==> src/rtl/imem_fetch_unit_if.sv <==
// Fetch/programming bus between the fetch stage and the instruction memory.
// master drives requests and loader data; slave is the memory unit.
interface imem_fetch_unit_if #(
    parameter int unsigned DATA_W = 32,
    parameter int unsigned ADDR_W = 32,
    parameter int unsigned DEPTH  = 64
);
    localparam int unsigned CNT_W = $clog2(DEPTH) + 1;

    logic              fetch_req;
    logic [ADDR_W-1:0] fetch_addr;
    logic              fetch_ready;
    logic              flush;
    logic              fetch_valid;
    logic [DATA_W-1:0] fetch_instr;
    logic              fetch_fault;
    logic              prog_en;
    logic              prog_we;
    logic [DATA_W-1:0] prog_data;
    logic [CNT_W-1:0]  prog_count;
    logic              prog_ovf;

    modport master (
        output fetch_req, fetch_addr, flush, prog_en, prog_we, prog_data,
        input  fetch_ready, fetch_valid, fetch_instr, fetch_fault, prog_count, prog_ovf
    );

    modport slave (
        input  fetch_req, fetch_addr, flush, prog_en, prog_we, prog_data,
        output fetch_ready, fetch_valid, fetch_instr, fetch_fault, prog_count, prog_ovf
    );
endinterface

==> src/rtl/imem_fetch_unit.sv <==
// Run-time loadable instruction memory with a fetch handshake, 1- or 2-cycle
// read latency, flush, fault reporting and a sequential loader port.
module imem_fetch_unit #(
    parameter int unsigned       DATA_W   = 32,
    parameter int unsigned       ADDR_W   = 32,
    parameter int unsigned       DEPTH    = 64,
    parameter int unsigned       READ_LAT = 1,
    parameter logic [DATA_W-1:0] NOP_WORD = '0
) (
    input logic              clk,
    input logic              rst_n,
    imem_fetch_unit_if.slave bus
);
    localparam int unsigned PTR_W = $clog2(DEPTH);
    localparam int unsigned CNT_W = PTR_W + 1;

    typedef enum logic [0:0] {StRun, StProg} state_e;

    state_e state_q, state_d;

    logic              fetch_ready;
    logic              prog_enter;
    logic              prog_wr;
    logic [PTR_W-1:0]  ptr_q, ptr_d;
    logic [CNT_W-1:0]  cnt_q, cnt_d;
    logic              ovf_q, ovf_d;
    logic [DATA_W-1:0] mem_q [DEPTH];

    logic              acc_valid;
    logic              acc_fault;
    logic [DATA_W-1:0] acc_instr;
    logic [PTR_W-1:0]  word_idx;

    logic              src_valid;
    logic              src_fault;
    logic [DATA_W-1:0] src_instr;

    logic              valid_q;
    logic              fault_q;
    logic [DATA_W-1:0] instr_q;

    always_ff @(posedge clk or negedge rst_n) begin
        if (!rst_n) begin
            state_q <= StRun;
        end else begin
            state_q <= state_d;
        end
    end

    always_comb begin
        state_d     = state_q;
        fetch_ready = 1'b0;
        prog_enter  = 1'b0;
        prog_wr     = 1'b0;
        unique case (state_q)
            StRun: begin
                fetch_ready = !bus.prog_en;
                if (bus.prog_en) begin
                    state_d    = StProg;
                    prog_enter = 1'b1;
                end
            end
            StProg: begin
                prog_wr = bus.prog_we;
                if (!bus.prog_en) begin
                    state_d = StRun;
                end
            end
            default: state_d = StRun;
        endcase
    end

    // Loader: pointer wraps naturally at DEPTH, count saturates, ovf is sticky.
    always_comb begin
        ptr_d = ptr_q;
        cnt_d = cnt_q;
        ovf_d = ovf_q;
        if (prog_enter) begin
            ptr_d = '0;
            cnt_d = '0;
            ovf_d = 1'b0;
        end else if (prog_wr) begin
            ptr_d = ptr_q + 1'b1;
            if (ptr_q == PTR_W'(DEPTH - 1)) begin
                ovf_d = 1'b1;
            end
            if (cnt_q != CNT_W'(DEPTH)) begin
                cnt_d = cnt_q + 1'b1;
            end
        end
    end

    always_ff @(posedge clk or negedge rst_n) begin
        if (!rst_n) begin
            ptr_q <= '0;
            cnt_q <= '0;
            ovf_q <= 1'b0;
        end else begin
            ptr_q <= ptr_d;
            cnt_q <= cnt_d;
            ovf_q <= ovf_d;
        end
    end

    always_ff @(posedge clk) begin
        if (prog_wr) begin
            mem_q[ptr_q] <= bus.prog_data;
        end
    end

    // Any set bit above the word index means out of range; no aliasing.
    assign word_idx  = bus.fetch_addr[PTR_W+1:2];
    assign acc_valid = bus.fetch_req && fetch_ready;
    assign acc_fault = (|bus.fetch_addr[1:0]) || (|bus.fetch_addr[ADDR_W-1:PTR_W+2]);
    assign acc_instr = acc_fault ? NOP_WORD : mem_q[word_idx];

    if (READ_LAT == 2) begin : g_lat2
        logic              s1_valid_q;
        logic              s1_fault_q;
        logic [DATA_W-1:0] s1_instr_q;

        always_ff @(posedge clk or negedge rst_n) begin
            if (!rst_n) begin
                s1_valid_q <= 1'b0;
                s1_fault_q <= 1'b0;
                s1_instr_q <= '0;
            end else begin
                s1_valid_q <= acc_valid;
                if (acc_valid) begin
                    s1_fault_q <= acc_fault;
                    s1_instr_q <= acc_instr;
                end
            end
        end

        // Flush kills the older in-flight fetch but not the one accepted with it.
        assign src_valid = s1_valid_q && !bus.flush;
        assign src_fault = s1_fault_q;
        assign src_instr = s1_instr_q;
    end else begin : g_lat1
        assign src_valid = acc_valid;
        assign src_fault = acc_fault;
        assign src_instr = acc_instr;
    end

    always_ff @(posedge clk or negedge rst_n) begin
        if (!rst_n) begin
            valid_q <= 1'b0;
            fault_q <= 1'b0;
            instr_q <= '0;
        end else begin
            valid_q <= src_valid;
            if (src_valid) begin
                fault_q <= src_fault;
                instr_q <= src_instr;
            end
        end
    end

    assign bus.fetch_ready = fetch_ready;
    assign bus.fetch_valid = valid_q;
    assign bus.fetch_instr = instr_q;
    assign bus.fetch_fault = fault_q;
    assign bus.prog_count  = cnt_q;
    assign bus.prog_ovf    = ovf_q;
endmodule

==> src/flat_wrapper.sv <==
// flat-port wrapper written by rule: the top's interface ports become plain ports
module imem_fetch_unit_flat 
#(
    parameter int unsigned       DATA_W   = 32,
    parameter int unsigned       ADDR_W   = 32,
    parameter int unsigned       DEPTH    = 64,
    parameter int unsigned       READ_LAT = 1,
    parameter logic [DATA_W-1:0] NOP_WORD = '0
)
  (clk, rst_n, bus_fetch_req, bus_fetch_addr, bus_flush, bus_prog_en, bus_prog_we, bus_prog_data, bus_fetch_ready, bus_fetch_valid, bus_fetch_instr, bus_fetch_fault, bus_prog_count, bus_prog_ovf);
  imem_fetch_unit_if #(.DATA_W(DATA_W), .ADDR_W(ADDR_W), .DEPTH(DEPTH)) bus_i ();
  input logic clk;
  input logic rst_n;
  input wire logic [$bits(bus_i.fetch_req)-1:0] bus_fetch_req;
  input wire logic [$bits(bus_i.fetch_addr)-1:0] bus_fetch_addr;
  input wire logic [$bits(bus_i.flush)-1:0] bus_flush;
  input wire logic [$bits(bus_i.prog_en)-1:0] bus_prog_en;
  input wire logic [$bits(bus_i.prog_we)-1:0] bus_prog_we;
  input wire logic [$bits(bus_i.prog_data)-1:0] bus_prog_data;
  output wire logic [$bits(bus_i.fetch_ready)-1:0] bus_fetch_ready;
  output wire logic [$bits(bus_i.fetch_valid)-1:0] bus_fetch_valid;
  output wire logic [$bits(bus_i.fetch_instr)-1:0] bus_fetch_instr;
  output wire logic [$bits(bus_i.fetch_fault)-1:0] bus_fetch_fault;
  output wire logic [$bits(bus_i.prog_count)-1:0] bus_prog_count;
  output wire logic [$bits(bus_i.prog_ovf)-1:0] bus_prog_ovf;
  assign bus_i.fetch_req = bus_fetch_req;
  assign bus_i.fetch_addr = bus_fetch_addr;
  assign bus_i.flush = bus_flush;
  assign bus_i.prog_en = bus_prog_en;
  assign bus_i.prog_we = bus_prog_we;
  assign bus_i.prog_data = bus_prog_data;
  assign bus_fetch_ready = bus_i.fetch_ready;
  assign bus_fetch_valid = bus_i.fetch_valid;
  assign bus_fetch_instr = bus_i.fetch_instr;
  assign bus_fetch_fault = bus_i.fetch_fault;
  assign bus_prog_count = bus_i.prog_count;
  assign bus_prog_ovf = bus_i.prog_ovf;
  imem_fetch_unit #(.DATA_W(DATA_W), .ADDR_W(ADDR_W), .DEPTH(DEPTH), .READ_LAT(READ_LAT), .NOP_WORD(NOP_WORD)) u_core (.clk(clk), .rst_n(rst_n), .bus(bus_i));
endmodule
==> config.mk <==
export PLATFORM = sky130hd
export DESIGN_NAME = imem_fetch_unit_flat
export DESIGN_NICKNAME = d
export VERILOG_FILES = /design/src/rtl/imem_fetch_unit_if.sv /design/src/rtl/imem_fetch_unit.sv /design/src/flat_wrapper.sv
export SDC_FILE = /design/constraint.sdc
export NUM_CORES = 2
export LEC_CHECK = 0
export CAP_MARGIN = 10
export CORE_MARGIN = 1.5
export CORE_UTILIZATION = 44
export CTS_CLUSTER_SIZE = 24
export DETAILED_ROUTE_END_ITERATION = 10
export PLACE_DENSITY = 0.65
export SYNTH_ARGS = -nofsm -noshare
export SYNTH_HDL_FRONTEND = slang
export SYNTH_SLANG_ARGS = --single-unit
==> constraint.sdc <==
create_clock -name clk -period 6.8 [get_ports clk]
set_clock_uncertainty 0.1 [all_clocks]
set_input_delay 1.36 -clock clk [delete_from_list [all_inputs] [get_ports clk]]
set_output_delay 1.36 -clock clk [all_outputs]
set_load 0.01 [all_outputs]
## Yosys cells after proc, flatten, opt, wreduce, memory -nomap -nowiden

Memories as Yosys holds them, arrays and structs flattened.
Index checks and enable logic that the tools add are counted.

- Bits in writable memories: 2048
- Register bits: 49
- Logic and storage cells: 37
- Input port bits: 70
- Memories: 1

- Reductions and logical operators: 10
- Mux-type cells: 15
- Add/sub/neg operators: 2
- Eq/ne operators: 2

Memory list:

| name | depth | width | read ports | clocked after memory_dff | wr ports | RTL line | text |
|---|---|---|---|---|---|---|---|
| u_core.mem_q | 64 | 32 | 1 | 0 | 1 | imem_fetch_unit.sv:27 | `logic [DATA_W-1:0] mem_q [DEPTH];` |

Operators with widths:

| kind | number |
|---|---|
| 32-bit 2-to-1 mux | 1 |
| 24-bit OR reduction | 1 |
| 7-bit 2-to-1 mux | 3 |
| 6-bit 2-to-1 mux | 2 |
| 1-bit 2-to-1 mux | 9 |
| 7-bit by 1-bit adder with 7-bit output, second input constant | 1 |
| 7-bit inequality test, second input constant | 1 |
| 6-bit by 1-bit adder with 6-bit output, second input constant | 1 |
| 6-bit equality test, second input constant | 1 |
| 2-bit nonzero test | 3 |
| 2-bit AND reduction | 2 |
| 2-bit OR reduction | 1 |
| 1-bit logical AND | 1 |
| 1-bit logical NOT | 1 |
| 1-bit logical OR | 1 |

## Depth between registers and ports, before layout

- Word-level depth: 4
- Depth in mapped cells: 11
- Depth with buffers taken out: 8

## Worst setup path before layout

OpenSTA, ideal clock, no wires.

- Path kind: input-to-reg
- Start: in bus_prog_we
- End: mem u_core.mem_q[48][0] (enable)
- Stages on the path: 4
- Required time: 6197 ps
- Slack: 1029 ps
- Library setup time: 503 ps
- Path buffers: 1
- Arrival: 5169 ps
- Cells stage by stage: and2_1 clkbuf_1 nand4b_1 nor4_1

- Word-level cells in the longest chain between the ends: 3

Ends and longest elaborated chain:

| what | RTL line | text |
|---|---|---|
| start: declaration | flat_wrapper.sv:18 | `input wire logic [$bits(bus_i.prog_we)-1:0] bus_prog_we;` |
| 1-bit 2-to-1 mux | imem_fetch_unit.sv:55 | `unique case (state_q)` |
| 1-bit 2-to-1 mux | imem_fetch_unit.sv:106 | `if (prog_wr) begin` |
| 1-bit 2-to-1 mux (not written as such) | imem_fetch_unit.sv:107 | `mem_q[ptr_q] <= bus.prog_data;` |
| end: declaration | imem_fetch_unit.sv:27 |  |

Every way passes these cells.

## Worst setup path after layout

- Start: in bus_prog_we
- End: mem u_core.mem_q[44][21] (enable)

The elaborated chain is that of the path after synthesis.

==> qor.csv <==
stage,metric,value,unit
route,antenna_left,0,
outcome,status,"finished, final reports clean",
logic_synthesis,synth_area_leader_cell,edfxtp_1,
clock_tree,insertion_delay,820,ps
pwr,pwr_density_cell,292,nW/um^2
die,ios,113,
min_path,whs_path_depth,2,
run,drv_cap,0,
place,globalplace.congestion,0.809,
global_routing,grt_use_met3,3.92,%
finish,syn_to_final_growth,13.9,%
global_routing,gr-usage-met2,37.6,%
die,core_area,181000,sq um
clock_tree,cts_buffer_depth,3,
place,io_buffers,111,
logic_synthesis,netlist_instances,3640,
logic_synthesis,ys.flop_type,edfxtp_1,
timing,worst-slew-pin-transition,1260,ps
timing,finalMaxSlewViolations,0,
die,dieHeight,430,microns
clock_tree,cts_hold_buf,0,
route,vias,39900,
timing,final_hold_viol_count,0,
pwr,p_leak,0.0288,uW
global_routing,grt_pass1_vias,39900,
global_routing,grt_pass1_wl,301000,microns
logic_synthesis,async_flop_share,2.34,%
timing,min_period_over_period,62.8,%
die,std_cell_rows,156,
route,drc_errors,0,
clock_tree,htree_levels,4,
die,die_w,430,microns
logic_synthesis,synth-seq-cells,2097,
critical_path,r2r_end,u_core.mem_q[44][21],
clock_tree,cts_tree,done,
clock_tree,postCtsSetupRepairBufs,0,
route,drt-initial-drc-count,5574,
clock_tree,cts-resized-gates,0,
logic_synthesis,yosys_warnings,0,
pwr,worst_ir_drop_vdd,0.236,mV
logic_synthesis,postSynthNetCount,3713,
timing,timing.setup.tns,0,ps
critical_path,r2r_slack,3150,ps
clock_tree,clock-sinks,2097,
timing,rsz0062_at_grt,no,
clock_tree,cts_buffers,204,
critical_path,worstRegToRegCells,5,
critical_path,cp.arrival,4670,ps
finish,nets,3957,
timing,timing.slew.headroom,16.0,%
global_routing,grt_busiest_layer,met2,
critical_path,crit_path_max_fanout,14,
critical_path,cp.required,7200,ps
logic_synthesis,synth_top_cell_area_share,76.7,%
logic_synthesis,synth_cell_types,51,
global_routing,grt_use_met1,32.1,%
logic_synthesis,yosysSeqAreaShare,78.3,%
global_routing,grt_max_degree,107,
die,die_area,185000,sq um
global_routing,grt-ovfl-total,0,
pwr,p_total,26600,uW
place,dp_hpwl,120000,microns
route,wl,215000,microns
critical_path,rr_startpoint,u_core.state_q,
timing,period_needed,4270,ps
timing,fmax,234,MHz
route,wire_per_inst,33.4,microns
min_path,min_to,u_core.bus.fetch_instr[23],
logic_synthesis,avgSynthCellArea,22.0,sq um
finish,drive_above_1_share,24.6,%
logic_synthesis,synthTopCellsByArea,"edfxtp_1, mux4_2, mux2i_1",
clock_tree,clock-root-buffer,clkbuf_16,
logic_synthesis,synth_edf_count,2048,
critical_path,start_kind,input port,
min_path,hold_path_class,reg -> reg,
global_routing,track_usage,23.1,%
logic_synthesis,netlist_area,80100,sq um
global_routing,antenna_found_initial,14,
critical_path,cp-end-kind,flop,
route,dr.pass1.iters,5,
min_path,hold_start,u_core.bus.fetch_instr[23],
clock_tree,clkTransAtPathRegs,60,ps
timing,setup_viol,0,
route,avgViaCountPerCell,6.19,
critical_path,path_class,in -> reg,
die,initial_core_util,44.3,%
## synth_stat cells (12+ instances only)
cell type and number:
buf_2 62, mux4_2 445, clkbuf_1 81, dfrtp_1 49, a22o_1 23, mux2i_1 180, nand3_1 28, a221oi_1 101
a31oi_1 14, buf_6 23, nand2_1 72, edfxtp_1 2048, nor2b_1 21, a22oi_1 145, o21ai_0 17, nor2_1 123
o21ai_1 33, a21oi_1 35, buf_4 27, buf_1 12
## cell type report
type	count	area (sq um)
clock buffers	281	5690
multi-input cells	1332	16800
repair buffers	245	2140
fillers	14100	89500
well taps	2370	2970
inverters	4	17.5
flip-flops and latches	2097	62700
diodes	5	12.5
clock inverters	108	953
## routing by layer
layer | vias to the layer above | part of all wire (%)
li1 | 16000 | -
met1 | 21500 | 40
met2 | 1992 | 49
met3 | 341 | 8.0
met4 | 8 | 3.0
met5 | - | 0.021
## worst max-delay path: stages
cell and delay [ps]:
clkdlybuf4s50_1 470, and2_1 490, nand3_1 420, or2_2 500, nor2_4 930, buf_4 450
## where the power goes
group          internal, uW  total, uW  switching, uW
Combinational           420       1170            751
Clock                  6360      11200           4830
Sequential            14200      14300           22.6
## kinds of logic (layout without fill, tap and decap cells)
logic type	after synthesis	in the layout	synth area share (%)
AOI/OAI and AO/OA	402	402	3.71
xor gates and xnor gates	7	7	0.0765
other	0	5	0
DFF	2097	2097	78.3
and+or+nand+nor	294	294	1.67
buffers and inverters	211	638	1.46
adders and majority gates	3	3	0.0468
muxes	626	626	14.8
## flip-flops by register name, summed over array words and instances, names as in the netlist
signal                  flops
u_core.bus.fetch_valid      1
u_core.state_q              1
u_core.bus.prog_count       7
u_core.ptr_q                6
u_core.bus.fetch_instr     32
u_core.bus.prog_ovf         1
u_core.bus.fetch_fault      1
u_core.mem_q             2048
## worst max-delay path by stage
stage / startpoint / end / slack (ps)
2_1_floorplan: bus_prog_we / u_core.mem_q[48][0] / 1030
3_3_place_gp: bus_prog_en / u_core.bus.fetch_instr[9] / 1760
3_5_place_dp: bus_prog_en / u_core.bus.fetch_instr[9] / 1730
4_1_cts: bus_prog_en / u_core.bus.fetch_instr[9] / 2620
5_1_grt: bus_prog_we / u_core.mem_q[44][24] / 2500
6_report: bus_prog_we / u_core.mem_q[44][21] / 2530
## per-stage QoR
step	worst slack [ps]	cells	util (%)	cell area [sq um]	hold slack [ps]
2_1_floorplan	1030	3640	-	80100	417
3_3_place_gp	1760	6046	46.8	84600	377
3_5_place_dp	1730	6047	46.8	84600	370
4_1_cts	2620	6436	50.5	91300	386
5_1_grt	2500	6440	50.5	91300	424
6_report	2530	6442	50.5	91300	392
## cell usage in the layout (no fill, tap or decap), types with 17 or more instances in the layout
| master | Yosys | final |
|---|---|---|
| buf_2 | 62 | 32 |
| mux2i_1 | 180 | 180 |
| clkbuf_16 | 0 | 209 |
| buf_4 | 27 | 122 |
| o21ai_0 | 17 | 17 |
| clkinv_2 | 0 | 40 |
| nor2_4 | 0 | 63 |
| nor2b_1 | 21 | 18 |
| clkbuf_1 | 81 | 53 |
| mux4_2 | 445 | 445 |
| o21ai_1 | 33 | 33 |
| dfrtp_1 | 49 | 49 |
| clkinv_1 | 0 | 37 |
| nand3_1 | 28 | 28 |
| a22oi_1 | 145 | 145 |
| clkdlybuf4s50_1 | 0 | 74 |
| a22o_1 | 23 | 23 |
| clkbuf_8 | 0 | 19 |
| a21oi_1 | 35 | 35 |
| edfxtp_1 | 2048 | 2048 |
| nand2_1 | 72 | 71 |
| nor2_1 | 123 | 59 |
| a221oi_1 | 101 | 101 |
Note: power is estimated with default switching activity, not from simulation.
